`src/rtl/sbqm_teller_dispatcher.sv`:
```
// sbqm_teller_dispatcher
// Calls the head-of-queue customer to one free teller at a time, choosing the
// teller round-robin, and holds the grant until the exit photocell confirms
// the customer left the queue, the teller withdraws, or the call times out.
//
// Optional build macro: SBQM_DISPATCH_STATS_EN adds saturating 8-bit
// served_total / timeout_total counters (cleared only by rst_n).
//
// Handshake: teller_req is a level; a teller keeps it high for as long as it
// wants a customer. Dropping it during CALL withdraws the call. The grant is
// a registered one-hot that stays high through CALL and DONE.
module sbqm_teller_dispatcher #(
    parameter int N           = 3,
    parameter int N_TELLERS   = 3,
    parameter int TIMEOUT_CYC = 16
) (
    input  logic                 clk,
    input  logic                 rst_n,
    input  logic [N-1:0]         pcount,
    input  logic [N_TELLERS-1:0] teller_req,
    input  logic                 back_photocell,
    output logic [N_TELLERS-1:0] grant,
    output logic                 call_valid,
    output logic                 served,
    output logic                 timeout_err,
    output logic                 busy
`ifdef SBQM_DISPATCH_STATS_EN
    ,
    output logic [7:0]           served_total,
    output logic [7:0]           timeout_total
`endif
);

    localparam int PW = (N_TELLERS > 1) ? $clog2(N_TELLERS) : 1;
    localparam int CW = (TIMEOUT_CYC > 1) ? $clog2(TIMEOUT_CYC) : 1;

    typedef enum logic [1:0] {
        S_IDLE = 2'd0,
        S_CALL = 2'd1,
        S_DONE = 2'd2
    } state_t;

    state_t               state_q;
    logic [N_TELLERS-1:0] grant_q;
    logic                 call_valid_q;
    logic                 served_q;
    logic                 timeout_err_q;
    logic                 busy_q;
    logic [PW-1:0]        ptr_q;
    logic [PW-1:0]        gidx_q;
    logic [CW-1:0]        cnt_q;

    logic                 sel_found_d;
    logic [PW-1:0]        sel_idx_d;

`ifdef SBQM_DISPATCH_STATS_EN
    logic [7:0]           served_total_q;
    logic [7:0]           timeout_total_q;
`endif

    // Round-robin search: first requesting teller after ptr, wrapping modulo N_TELLERS.
    always_comb begin
        sel_found_d = 1'b0;
        sel_idx_d   = ptr_q;
        for (int k = 1; k <= N_TELLERS; k++) begin
            if (!sel_found_d && teller_req[(int'(ptr_q) + k) % N_TELLERS]) begin
                sel_found_d = 1'b1;
                sel_idx_d   = PW'((int'(ptr_q) + k) % N_TELLERS);
            end
        end
    end

    // Dispatcher FSM with registered outputs; served/timeout_err are single-cycle pulses.
    always_ff @(posedge clk) begin
        if (!rst_n) begin
            state_q         <= S_IDLE;
            grant_q         <= '0;
            call_valid_q    <= 1'b0;
            served_q        <= 1'b0;
            timeout_err_q   <= 1'b0;
            busy_q          <= 1'b0;
            ptr_q           <= PW'(N_TELLERS - 1);
            gidx_q          <= '0;
            cnt_q           <= '0;
`ifdef SBQM_DISPATCH_STATS_EN
            served_total_q  <= 8'd0;
            timeout_total_q <= 8'd0;
`endif
        end else begin
            served_q      <= 1'b0;
            timeout_err_q <= 1'b0;
            case (state_q)
                S_IDLE: begin
                    if (pcount != '0 && sel_found_d) begin
                        state_q      <= S_CALL;
                        gidx_q       <= sel_idx_d;
                        grant_q      <= N_TELLERS'(1) << sel_idx_d;
                        call_valid_q <= 1'b1;
                        busy_q       <= 1'b1;
                        cnt_q        <= '0;
                    end
                end
                S_CALL: begin
                    if (!teller_req[gidx_q]) begin
                        // Teller withdrew: drop the call silently, keep the pointer.
                        state_q      <= S_IDLE;
                        grant_q      <= '0;
                        call_valid_q <= 1'b0;
                        busy_q       <= 1'b0;
                    end else if (back_photocell) begin
                        state_q      <= S_DONE;
                        call_valid_q <= 1'b0;
                        served_q     <= 1'b1;
`ifdef SBQM_DISPATCH_STATS_EN
                        if (served_total_q != 8'hFF) served_total_q <= served_total_q + 8'd1;
`endif
                    end else if (cnt_q == CW'(TIMEOUT_CYC - 1)) begin
                        // Abandon the call; the skipped teller moves to the back.
                        state_q       <= S_IDLE;
                        grant_q       <= '0;
                        call_valid_q  <= 1'b0;
                        busy_q        <= 1'b0;
                        timeout_err_q <= 1'b1;
                        ptr_q         <= gidx_q;
`ifdef SBQM_DISPATCH_STATS_EN
                        if (timeout_total_q != 8'hFF) timeout_total_q <= timeout_total_q + 8'd1;
`endif
                    end else begin
                        cnt_q <= cnt_q + 1'b1;
                    end
                end
                S_DONE: begin
                    state_q <= S_IDLE;
                    grant_q <= '0;
                    busy_q  <= 1'b0;
                    ptr_q   <= gidx_q;
                end
                default: begin
                    state_q      <= S_IDLE;
                    grant_q      <= '0;
                    call_valid_q <= 1'b0;
                    busy_q       <= 1'b0;
                end
            endcase
        end
    end

    assign grant       = grant_q;
    assign call_valid  = call_valid_q;
    assign served      = served_q;
    assign timeout_err = timeout_err_q;
    assign busy        = busy_q;

`ifdef SBQM_DISPATCH_STATS_EN
    assign served_total  = served_total_q;
    assign timeout_total = timeout_total_q;
`endif

endmodule

```
`config.mk`:
```
export PLATFORM = sky130hd
export DESIGN_NAME = sbqm_teller_dispatcher
export DESIGN_NICKNAME = d
export VERILOG_FILES = /design/src/rtl/sbqm_teller_dispatcher.sv
export SDC_FILE = /design/constraint.sdc
export NUM_CORES = 1
export LEC_CHECK = 0
export CORE_MARGIN = 10
export CORE_UTILIZATION = 55
export DETAILED_ROUTE_END_ITERATION = 10
export PLACE_DENSITY_LB_ADDON = 0.15
export RECOVER_POWER = 50
export SYNTH_ARGS = -nofsm -noshare
export SYNTH_HDL_FRONTEND = slang
export SYNTH_SLANG_ARGS = --single-unit
```
`constraint.sdc`:
```
create_clock -name clk -period 3.1 [get_ports clk]
set_input_delay 0.31 -clock clk [delete_from_list [all_inputs] [get_ports clk]]
set_output_delay 0.31 -clock clk [all_outputs]
set_load 0.005 [all_outputs]
```
After elaboration in Yosys (flattened, before gate mapping):

Index checks and enable logic that the tools add are counted.
Widths: inputs -> output; s select.

* magnitude comparators: 4
* mux-type cells: 46
* reductions and logical operators: 17
* div/mod/pow operators: 3
* shift operators: 1
* bitwise logic cells: 4
* add/subtract/negate cells: 4
* equality and inequality tests: 11

Operators by type and width (count)
* $lt 32x4->1 const B: 3
* $mod 32x3->32 const B: 3
* $mux 2: 10
* $mux 1: 18
* $mux 4: 4
* $mux 3: 4
* $ne 2x2->1 const B: 5
* $reduce_and 3->1: 3
* $bmux 1 s2: 4
* $pmux 2 s2: 2
* $pmux 4 s2: 1
* $add 2x2->3 const B: 2
* $ne 3x3->1 const B: 2
* $pmux 3 s2: 1
* $reduce_and 5->1: 1
* $add 4x1->4 const B: 1
* $eq 4x4->1 const B: 1
* $ne 4x4->1 const B: 1
* $not 1->1: 4
* $reduce_and 2->1: 2
* $reduce_and 4->1: 1
* $reduce_bool 2->1: 2
* $reduce_or 4->1: 1
* $add 2x1->3 const B: 1
* other kinds (10): 13

* register bits: 17
* word-level logic and storage cells: 99
* bits of input ports: 9
* output and inout port bits: 7

Longest topological paths before layout:

Gate-level depths: netlist (run 1).

* depth after elaboration: 15
* gate-level depth with buffers: 9
* depth with buffers taken out: 8

Worst setup path after synthesis (run 1):

OpenSTA, ideal clock, no wires.

* path type: flip-flop to flip-flop
* from: register ptr_q[1]
* to: register cnt_q[2]
* stages on the path, launching flop included: 10
* arrival time: 1.842 ns
* clock period less this slack: 1.901 ns
* data required time: 3.041 ns
* path slack: 1.199 ns
* buffers on the path: 1
* library setup time: 0.059 ns
* cells stage by stage: dfxtp_1 -> inv_1 -> ha_1 -> buf_6 -> a22o_1 -> a211o_1 -> a21oi_4 -> o21ai_2 -> a211oi_2 -> a31o_1

* word-level cells in the longest chain between the ends: 15
* elaborated cells between the ends (all ways): 25
* classes of those cells: add/sub (3); div (3); eq/ne (1); mux (12); reduce/logical (6)

Ends and longest elaborated chain
* start, declared: line 49 `logic [PW-1:0] ptr_q;`
* start signal, assigned: line 82 `ptr_q <= PW'(N_TELLERS - 1);`
* start signal, assigned: line 124 `ptr_q <= gidx_q;`
* start signal, assigned: line 136 `ptr_q <= gidx_q;`
* $add 2x1->3: line 66 `if (!sel_found_d && teller_req[(int'(ptr_q) + k) % N_TELLERS]) begin`
* $mod 32x3->32: line 66
* $bmux 1 s2: line 66
* $mux 1 (not written as such) (2 in series): line 66
* $mux 1: line 66
* $logic_not 1->1: line 66
* $logic_and 1x1->1: line 66
* $mux 1: line 66
* $logic_not 1->1: line 66
* $logic_and 1x1->1: line 66
* $mux 1 *: line 66
* $logic_and 1x1->1 *: line 94 `if (pcount != '0 && sel_found_d) begin`
* $ne 2x2->1 (no line) *
* $reduce_and 5->1 (no line) *
* end signal, assigned: line 129 `cnt_q <= cnt_q + 1'b1;`
* end, declared: line 51 `logic [CW-1:0] cnt_q;`

Every way passes the cells marked *; elsewhere a longest branch is shown, timed or not. The select of a mux whose other input is x is not followed.
A chain may end at the register's enable or synchronous reset.

Final worst setup path (run 1):

* from: register ptr_q[1]
* to: register gidx_q[1]

* word-level cells in the longest chain between the ends: 14
* elaborated cells between the ends (all ways): 27
* classes of those cells: add/sub (3); div (3); mux (15); reduce/logical (6)

Ends and longest elaborated chain
* $add 2x1->3: line 66, 68
* $mod 32x3->32: line 66, 68
* $bmux 1 s2: line 66
* $mux 1 (not written as such) (2 in series): line 66
* $mux 1: line 66
* $logic_not 1->1: line 66
* $logic_and 1x1->1: line 66
* $mux 1: line 66
* $logic_not 1->1: line 66
* $logic_and 1x1->1: line 66
* $mux 1: line 66
* $logic_and 1x1->1: line 94
* $reduce_and 2->1 (no line)
* end signal, assigned: line 96 `gidx_q <= sel_idx_d;`
* end, declared: line 50 `logic [PW-1:0] gidx_q;`

Several ways; a longest one is shown, not always the timed one. The select of a mux whose other input is x is not followed.

==> results of run 1 <==
power groups by stage:
stage	logic [mW]	clock network (mW)	registers (mW)
final	0.117	0.113	0.244
after global routing	0.129	0.127	0.247
after detailed placement	0.120	0	0.249
after CTS	0.120	0.119	0.244
after global placement	0.117	0	0.249
after floorplan	0.0755	0	0.248
worst max-delay path: stages (launching register included):
cell and delay (ns):
dfxtp_1 0.39, inv_1 0.08, ha_1 0.30, a22o_1 0.24, a211o_1 0.34, a2bb2oi_1 0.20
o2bb2ai_1 0.16, or2_1 0.24, a21boi_1 0.11
layer usage:
layer  global-route usage [%]  wire (um)  vias to the layer above
met2                     21.4       1060                       19
met1                     13.7        835                      388
met4                     3.82         13                        0
met3                     3.05        102                        2
met5                        0          0                        -
li1                         -          -                      426
sequential cells by signal (all words and copies together), names as in the netlist:
name / cells
gidx_q: 2
ptr_q: 2
state_q: 2
cnt_q: 4
call_valid: 1
served: 1
timeout_err: 1
busy: 1
grant: 3
placed cells by master (no fill, tap or decap), types with 2 or more instances in the layout:
cell and count:
a21boi_1 2, a21oi_1 3, a22o_1 2, and2_1 2
clkbuf_4 3, clkdlybuf4s50_1 7, dfxtp_1 17, dlygate4sd3_1 8
ha_1 4, inv_1 9, mux2i_1 4, nand2_1 9
nand2b_1 3, nand3_1 3, nor2_1 7, nor3_1 4
o211ai_1 2, o21a_1 2, o21ai_0 2, o21ai_1 3
o21ai_2 2, o22ai_1 2, o2bb2ai_1 2, or2_1 3
final cells by class:
class / instances / area [sq um] / area share, %
Clock buffer: 4 / 26.3 / 2.31
Sequential cell: 17 / 340 / 29.9
Tap cell: 17 / 21.3 / 1.87
Timing Repair Buffer: 15 / 150 / 13.2
Multi-Input combinational cell: 81 / 567 / 49.8
Inverter: 9 / 33.8 / 2.97
cells by family (layout without fill, tap and decap cells):
logic type / after synthesis / after routing / share of synthesized area (%)
AOI/OAI and AO/OA: 33 / 33 / 27.5
muxes: 5 / 5 / 5.37
xor gates and xnor gates: 1 / 1 / 0.916
DFF: 17 / 17 / 35.6
and+or+nand+nor: 38 / 38 / 20.3
buffers and inverters: 11 / 28 / 5.10
adders and majority gates: 4 / 4 / 5.24
worst max-delay path by stage:
stage                                startpoint                     end  slack (ns)
final                     ptr_q[1]$_SDFFE_PN1P_  gidx_q[1]$_SDFFE_PN0P_        0.98
after global routing      ptr_q[1]$_SDFFE_PN1P_   grant[1]$_SDFFE_PN0P_        0.81
after CTS                 ptr_q[1]$_SDFFE_PN1P_   cnt_q[3]$_SDFFE_PN0P_        0.99
after detailed placement          teller_req[2]   grant[0]$_SDFFE_PN0P_        0.95
after global placement            teller_req[2]   grant[0]$_SDFFE_PN0P_        0.98
after floorplan           ptr_q[1]$_SDFFE_PN1P_   cnt_q[2]$_SDFFE_PN0P_        1.20
==> reports/metrics.cfg, run 1 <==
[run_status]
status = completed

[synth]
ys_warn_count = 0
syn_area_sq_um = 956
synth_nets = 122
ys_seq_area_share_pct = 35.6
syn_avg_cell_area_sq_um = 8.77
synth_edf_count = 0
netlist_top_cells_area = dfxtp_1 36%, ha_1 5.2%, mux2i_1 4.2%
synth_common_cells = 17 x dfxtp_1, 9 x inv_1, 9 x nand2_1
synth_ff_type = dfxtp_1
ys_async_sr_fraction_pct = 0
synth_top_cell_area_share_pct = 35.6
yosys.area.top_type = dfxtp_1
ys_seq_elements = 17
syn-instance-count = 109
synth.distinct_cells = 42
synth.most_common_cell = dfxtp_1

[clock_network]
cts_root_buf = clkbuf_4
cts.sinks = 17
cts_setup_buffers = 0
clock_latency_ns = 0.28
path_clk_slew_ns = 0.09
cts-buffers-inserted = 3
cts.path.max_buffers = 2
cts_resized = 0
h-tree-depth = 1
cts_hold_buf = 0
cts_tree = built

[sta]
min_period_over_period_pct = 68.5
tns_ns = 0
grt_setup_unrepaired = false
finalSetupViolCount = 0
setup_slack_ns = 0.977
hold_viol = 0
final_max_slew_viol_count = 0
clock_skew_ns = 0.00254
fmax_mhz = 471
worstMarginPinSlew_ns = 0.491
holdWs_ns = 0.451
slew_headroom_pct = 67.2
fin_crit_ns = 2.12

[pwr]
p_clk_share_pct = 23.9
p_int_mw = 0.340
p_per_area_nw_per_um2 = 416
switching_share_pct = 28.1
pwr-share-comb_pct = 24.6
peakVddDrop_v = 0.000312
finalPower_mw = 0.473
seqPwrFrac_pct = 51.5
power.net_switching_mw = 0.133
leakagePower_nw = 0.456

[hold_path]
worstHoldStart = busy$_SDFFE_PN0P_
whs_endpoint = busy$_SDFFE_PN0P_
min_path_type = flop to flop
min_path_cells = 2

[detailed_routing]
postRouteAntennaNets = 0
routedWlPerCell_um = 14.1
vias_per_cell = 5.84
drcViolationCount = 0
routed_wl_mm = 2.01
first_iter_violations = 30
drt-pass1-iter-count = 5
via_count = 835

[grt]
grt_pass1_wl_mm = 3.47
grt_start_max_net_pins = 15
grt_pass1_vias = 786
grt-ovfl-total = 0
antenna_found_initial = 0
grt_usage_pct = 12.0

[setup_path]
worstPathArrival_ns = 2.34
path_class = flop to flop
ff2ff_path_depth = 8
end_kind = flop
cp_data_required_time_ns = 3.32
cp_max_fo = 8
reg2reg_from = ptr_q[1]$_SDFFE_PN1P_
rr_endpoint = gidx_q[1]$_SDFFE_PN0P_
r2r_setup_slack_ns = 0.98
startpoint_type = flop

[placed_design]
io_buffer_count = 15
dp_cells = 139
place_worst_setup_slack_ns = 0.953
gp_congestion = 0.838
place_area_sq_um = 1110
dp_hpwl_mm = 1.65

[floorplan]
placement_rows = 15
die_w_um = 61.7
io_pins = 16
start_util_pct = 56.6
die_y_um = 61.7
core_area_sq_um = 1690
dieArea_sq_um = 3810

[cells_and_area]
instances_no_fill = 143
fillerInstances = 138
fin_util_pct = 67.4
layout-drive-gt1-share_pct = 8.73
design_area_sq_um = 1140
n_antenna_cell = 0
area_delta_synth_final_pct = 19.1
finalNetCount = 140

[job]
maxCapViolCount = 0

Power figures use the tool's default switching activity.
==> inputs of run 2 (changes only) <==
--- a/config.mk
+++ b/config.mk
@@ -6,7 +6,7 @@
 export NUM_CORES = 1
 export LEC_CHECK = 0
 export CORE_MARGIN = 10
-export CORE_UTILIZATION = 55
+export CORE_UTILIZATION = 51
 export DETAILED_ROUTE_END_ITERATION = 10
 export PLACE_DENSITY_LB_ADDON = 0.15
 export RECOVER_POWER = 50
==> constraint.sdc (replaced) <==
create_clock -name clk -period 2 [get_ports clk]
set_input_delay 0.2 -clock clk [delete_from_list [all_inputs] [get_ports clk]]
set_output_delay 0.2 -clock clk [all_outputs]
set_load 0.005 [all_outputs]
==> reports/metrics.cfg, run 2 (synthesized netlist as in run 1, its figures left out) <==
[run_status]
status = completed

[pwr]
leakagePower_nw = 0.571  ; +25%
p_per_area_nw_per_um2 = 572  ; +38%
peakVddDrop_v = 0.000471  ; +51%
finalPower_mw = 0.833  ; +76%

[setup_path]
ff2ff_path_depth = 9  ; +1
startpoint_type = flop
rr_endpoint = gidx_q[0]$_SDFFE_PN0P_
reg2reg_from = ptr_q[1]$_SDFFE_PN1P_
cpPeakStageDelay_ns = 0.38  ; about the same
slowest_stage = dfxtp_4
crit_chain = buf_6 > ha_4 > mux2i_4 > o22ai_4 > buf_4 > nor2b_2 > o2bb2ai_4 > nand4b_1 > o21ai_1
cp_data_required_time_ns = 2.24  ; -1.08 ns
r2r_setup_slack_ns = 0.008  ; -0.97 ns
worstPathArrival_ns = 2.23  ; -0.11 ns
cp_max_fo = 4  ; -4
path_class = flop to flop
crit_family = compound AO/OA/AOI/OAI gates
end_kind = flop
critPathBufInv = 2  ; +1

[cells_and_area]
layout-drive-gt1-share_pct = 33.1  ; +24 points
finalNetCount = 159  ; +14%
largest_reg_flops = 4  ; unchanged
regArea_sq_um = 348  ; +2.2%
layout_common_cells = 17 x buf_4, 15 x dfxtp_1, 8 x nand2_1, 8 x dlygate4sd3_1
area_delta_synth_final_pct = 52.2
multi_input_area_sq_um = 713  ; +26%
layout_commonest_cell = buf_4
design_area_sq_um = 1460  ; +28%
instances_no_fill = 170  ; +19%
top_register = cnt_q
fin_util_pct = 83.4  ; +16 points
fillerInstances = 106  ; -23%
n_antenna_cell = 0  ; unchanged

[clock_network]
cts_root_buf = clkbuf_4
cts-buffers-inserted = 3  ; unchanged
path_clk_slew_ns = 0.11  ; +0.02 ns
clock_latency_ns = 0.30  ; +0.02 ns
cts_tree = built
h-tree-depth = 1  ; unchanged
cts_hold_buf = 0  ; unchanged
cts.path.max_buffers = 2  ; unchanged
cts.sinks = 17  ; unchanged

[sta]
setup_slack_ns = 0.00750  ; -0.969 ns
tns_ns = 0  ; unchanged
holdWs_ns = 0.459  ; +0.00831 ns
fmax_mhz = 502  ; +6.6%
final_max_slew_viol_count = 0  ; unchanged
min_period_over_period_pct = 99.6  ; +31 points
slew_headroom_pct = 72.8  ; +5.7 points
finalSetupViolCount = 0  ; unchanged
clock_skew_ns = 0.0134  ; +0.0108 ns
hold_viol = 0  ; unchanged
worstMarginPinSlew_ns = 0.405  ; -0.0858 ns
grt_setup_unrepaired = true
fin_crit_ns = 1.99  ; -0.131 ns

[hold_path]
min_path_cells = 2  ; unchanged
worstHoldStart = grant[1]$_SDFFE_PN0P_
min_path_type = flop to flop
whs_endpoint = grant[1]$_SDFFE_PN0P_

[grt]
grt-ovfl-total = 0  ; unchanged
grt_start_max_net_pins = 14  ; -1
antenna_found_initial = 0  ; unchanged
grt_usage_pct = 12.0  ; -0.047 points
grt_pass1_vias = 946  ; +20%
grt_pass1_wl_mm = 4.06  ; +17%

[floorplan]
start_util_pct = 54.8  ; -1.8 points
placement_rows = 15  ; unchanged
io_pins = 16  ; unchanged
die_w_um = 63.3  ; +2.6%
dieArea_sq_um = 4010  ; +5.3%
core_area_sq_um = 1750  ; +3.3%
die_y_um = 63.3  ; +2.6%

[placed_design]
dp_cells = 159  ; +14%
dp_hpwl_mm = 1.87  ; +14%
io_buffer_count = 15  ; unchanged
place_worst_setup_slack_ns = -0.0207  ; -0.974 ns
gp_congestion = 0.879  ; +4.8%
place_area_sq_um = 1210  ; +9.0%

[detailed_routing]
first_iter_violations = 36  ; +20%
drt-pass1-iter-count = 4  ; -1
routedWlPerCell_um = 16.3  ; +16%
routed_wl_mm = 2.77  ; +38%
drcViolationCount = 0  ; unchanged
via_count = 962  ; +15%
postRouteAntennaNets = 0  ; unchanged
vias_per_cell = 5.66  ; -3.1%

[job]
maxCapViolCount = 0  ; unchanged

## run 2: timing repair
item / 4_1_cts / 5_1_grt
pin swaps: 5 / 9
setup buffers: 2 / 5
endpoints found under the setup margin: 5 / 12
gates resized for setup: 9 / 23
## run 2: worst min-delay path: cells and delay by family, from the launching register on
kind / cells / cell delay (ns)
AO/OA/AOI/OAI: 1 / 0.05
flip-flops: 1 / 0.33
AND/OR/NAND/NOR: 1 / 0.05
## run 2: layout make-up
class / instances / area share, %
Multi-Input combinational cell: 81 / 49.0
Tap cell: 25 / 2.15
Sequential cell: 17 / 23.9
Inverter: 9 / 2.67
Clock buffer: 3 / 1.55
Timing Repair Buffer: 34 / 20.4
Clock inverter: 1 / 0.344
## run 2: routing by layer
layer	track usage, %	wire [um]
met5	0	0
met4	4.64	68
met3	3.36	108
met2	22.1	1450
met1	12.5	1140
## run 2: how the worst max path moves through the flow
stage / depth (start not counted) / endpoint / start / slack [ns]
2_1_floorplan: 9 / cnt_q[2]$_SDFFE_PN0P_ / ptr_q[1]$_SDFFE_PN1P_ / 0.1
3_3_place_gp: 7 / gidx_q[1]$_SDFFE_PN0P_ / teller_req[1] / 0.02
3_5_place_dp: 7 / grant[0]$_SDFFE_PN0P_ / teller_req[2] / -0.02
4_1_cts: 8 / cnt_q[3]$_SDFFE_PN0P_ / ptr_q[0]$_SDFFE_PN0P_ / 0.007
5_1_grt: 9 / gidx_q[0]$_SDFFE_PN0P_ / ptr_q[1]$_SDFFE_PN1P_ / -0.05
6_report: 9 / gidx_q[0]$_SDFFE_PN0P_ / ptr_q[1]$_SDFFE_PN1P_ / 0.008
## run 2: power breakdown
part | internal (mW) | switching (mW) | leakage, nW
logic | 0.143 | 0.127 | 0.414
clock network | 0.0746 | 0.112 | 0.0177
registers | 0.360 | 0.0169 | 0.140
total | 0.578 | 0.255 | 0.571
==> inputs of run 3 (changes only) <==
--- a/config.mk
+++ b/config.mk
@@ -13,3 +13,4 @@
 export SYNTH_ARGS = -nofsm -noshare
 export SYNTH_HDL_FRONTEND = slang
 export SYNTH_SLANG_ARGS = --single-unit
+export TNS_END_PERCENT = 10
==> reports/metrics.cfg, run 3 (synthesized netlist as in run 1, its figures left out) <==
[sta]
slew_headroom_pct = 71.0  ; -1.9 points
fmax_mhz = 507  ; +1.0%
final_max_slew_viol_count = 0  ; unchanged
tns_ns = 0  ; unchanged
finalSetupViolCount = 0  ; unchanged
hold_viol = 0  ; unchanged
holdWs_ns = 0.453  ; -0.00671 ns
worstMarginPinSlew_ns = 0.433  ; +0.0279 ns
grt_setup_unrepaired = true
fin_crit_ns = 1.97  ; -0.0197 ns
clock_skew_ns = 0.00787  ; -0.00551 ns
setup_slack_ns = 0.0272  ; +0.0197 ns
min_period_over_period_pct = 98.6  ; -0.99 points

[floorplan]
start_util_pct = 54.8  ; unchanged
io_pins = 16  ; unchanged
die_y_um = 63.3  ; unchanged
dieArea_sq_um = 4010  ; unchanged
core_area_sq_um = 1750  ; unchanged
die_w_um = 63.3  ; unchanged
placement_rows = 15  ; unchanged

[clock_network]
cts_hold_buf = 0  ; unchanged
cts.path.max_buffers = 2  ; unchanged
cts_tree = built
cts-buffers-inserted = 3  ; unchanged
cts.sinks = 17  ; unchanged
h-tree-depth = 1  ; unchanged
clock_latency_ns = 0.29  ; about the same
path_clk_slew_ns = 0.10  ; about the same
cts_root_buf = clkbuf_4

[detailed_routing]
routed-wl-met2_mm = 1.41  ; -2.7%
wl_met3_um = 109  ; +0.93%
drcViolationCount = 0  ; unchanged
wl_met1_mm = 1.08  ; -5.8%
routedWlPerCell_um = 15.7  ; -3.9%
via_count = 950  ; -1.2%
drt-pass1-iter-count = 5  ; +1
routed_wl_mm = 2.66  ; -3.9%
vias_per_cell = 5.59  ; -1.2%
postRouteAntennaNets = 0  ; unchanged
first_iter_violations = 37  ; +2.8%
routed.top_layer = met4

[setup_path]
cp_data_required_time_ns = 2.23  ; about the same
worstPathArrival_ns = 2.20  ; -0.03 ns
crit_chain = buf_4 > ha_4 > mux2i_2 > o22ai_2 > a21oi_4 > or3b_4 > nand2b_1 > o22ai_1
startpoint_type = flop
rr_endpoint = grant[0]$_SDFFE_PN0P_
r2r_setup_slack_ns = 0.03  ; +0.02 ns
crit_path_start = ptr_q[1]$_SDFFE_PN1P_
ff2ff_path_depth = 8  ; -1
crit_end = grant[0]$_SDFFE_PN0P_
cpPeakStageDelay_ns = 0.39  ; about the same
end_kind = flop
path_class = flop to flop
reg2reg_from = ptr_q[1]$_SDFFE_PN1P_
slowest_stage = or3b_4
cp_max_fo = 5  ; +1

[pwr]
switching_share_pct = 29.8  ; -0.89 points
power.net_switching_mw = 0.242  ; -5.2%
p_clk_share_pct = 22.1  ; -0.3 points
pwr-share-comb_pct = 31.5  ; -0.8 points
leakagePower_nw = 0.553  ; -3.2%
p_int_mw = 0.571  ; -1.1%
peakVddDrop_v = 0.000442  ; -6.1%
seqPwrFrac_pct = 46.4  ; +1.1 points
p_per_area_nw_per_um2 = 573  ; +0.16%

[cells_and_area]
fillerInstances = 104  ; -1.9%
layout_common_cells = 18 x buf_4, 15 x dfxtp_1, 8 x nand2_1, 8 x dlygate4sd3_1
fin_util_pct = 81.3  ; -2.1 points
top_register = cnt_q
largest_reg_flops = 4  ; unchanged
finalNetCount = 159  ; unchanged
area_delta_synth_final_pct = 48.4
multi_input_area_sq_um = 683  ; -4.2%
layout_commonest_cell = buf_4
layout-drive-gt1-share_pct = 31.7  ; -1.4 points
n_antenna_cell = 0  ; unchanged
regArea_sq_um = 345  ; -0.72%
design_area_sq_um = 1420  ; -2.5%

[grt]
antenna_found_initial = 0  ; unchanged
grt-ovfl-total = 0  ; unchanged
grt_usage_pct = 12.0  ; unchanged
grt_pass1_vias = 946  ; unchanged
grt_start_max_net_pins = 14  ; unchanged
grt_pass1_wl_mm = 4.06  ; unchanged

[placed_design]
place_worst_setup_slack_ns = -0.0207  ; unchanged
gp_congestion = 0.879  ; unchanged
dp_hpwl_mm = 1.87  ; unchanged
place_area_sq_um = 1210  ; unchanged
io_buffer_count = 15  ; unchanged

[run_status]
status = completed

[job]
maxCapViolCount = 0  ; unchanged

[hold_path]
min_path_type = flop to flop

## run 3: cell counts in the layout (fill, tap and decap cells not counted)
No cell type changed its count.
## run 3: final cells by class
class	instances	share of cell area [%]
inverters	9	2.73
clock inverters	1	0.353
well taps	25	2.20
clock buffers	3	1.59
repair buffers	34	20.6
flip-flops and latches	17	24.3
multi-input cells	81	48.1
## run 3: repair_timing
item                                    CTS  global route
setup buffers                             2             5
resized for setup                         9            17
pin swaps                                 5             8
endpoints found under the setup margin    5            12
gates cloned                              0             0
## run 3: per-layer routing
layer | vias to the layer above | track usage (%)
met1 | 456 | 12.5
li1 | 466 | -
met2 | 21 | 22.1
met4 | 0 | 4.64
met5 | - | 0
met3 | 7 | 3.36
## run 3: worst min path at each step
stage / from / endpoint / slack [ns] / depth (start not counted)
after global placement: busy$_SDFFE_PN0P_ / busy$_SDFFE_PN0P_ / 0.44 / 2
after CTS: busy$_SDFFE_PN0P_ / busy$_SDFFE_PN0P_ / 0.46 / 2
after floorplan: back_photocell / timeout_err$_SDFF_PP0_ / 0.28 / 1
after detailed placement: busy$_SDFFE_PN0P_ / busy$_SDFFE_PN0P_ / 0.44 / 2
final: busy$_SDFFE_PN0P_ / busy$_SDFFE_PN0P_ / 0.45 / 2
after global routing: busy$_SDFFE_PN0P_ / busy$_SDFFE_PN0P_ / 0.47 / 2
## run 3: per-stage QoR
stage,power [mW],cells
6_report,0.814,170
5_1_grt,0.855,170
4_1_cts,0.792,165
3_5_place_dp,0.597,159
3_3_place_gp,0.589,159
2_1_floorplan,0.502,109
## run 3: power groups by stage
stage	clock network, mW	registers (mW)	logic (mW)
final	0.180	0.378	0.256
after global routing	0.198	0.381	0.277
after CTS	0.187	0.379	0.226
after detailed placement	0	0.387	0.210
after global placement	0	0.386	0.203
after floorplan	0	0.385	0.117
## run 3: critical path: cells and delay by family (launching register included)
family	cells	cell delay (ns)
AOI/OAI and AO/OA	3	0.54
adders and majority gates	1	0.16
buffers and inverters	1	0.16
DFF	1	0.35
muxes	1	0.16
and+or+nand+nor	2	0.54
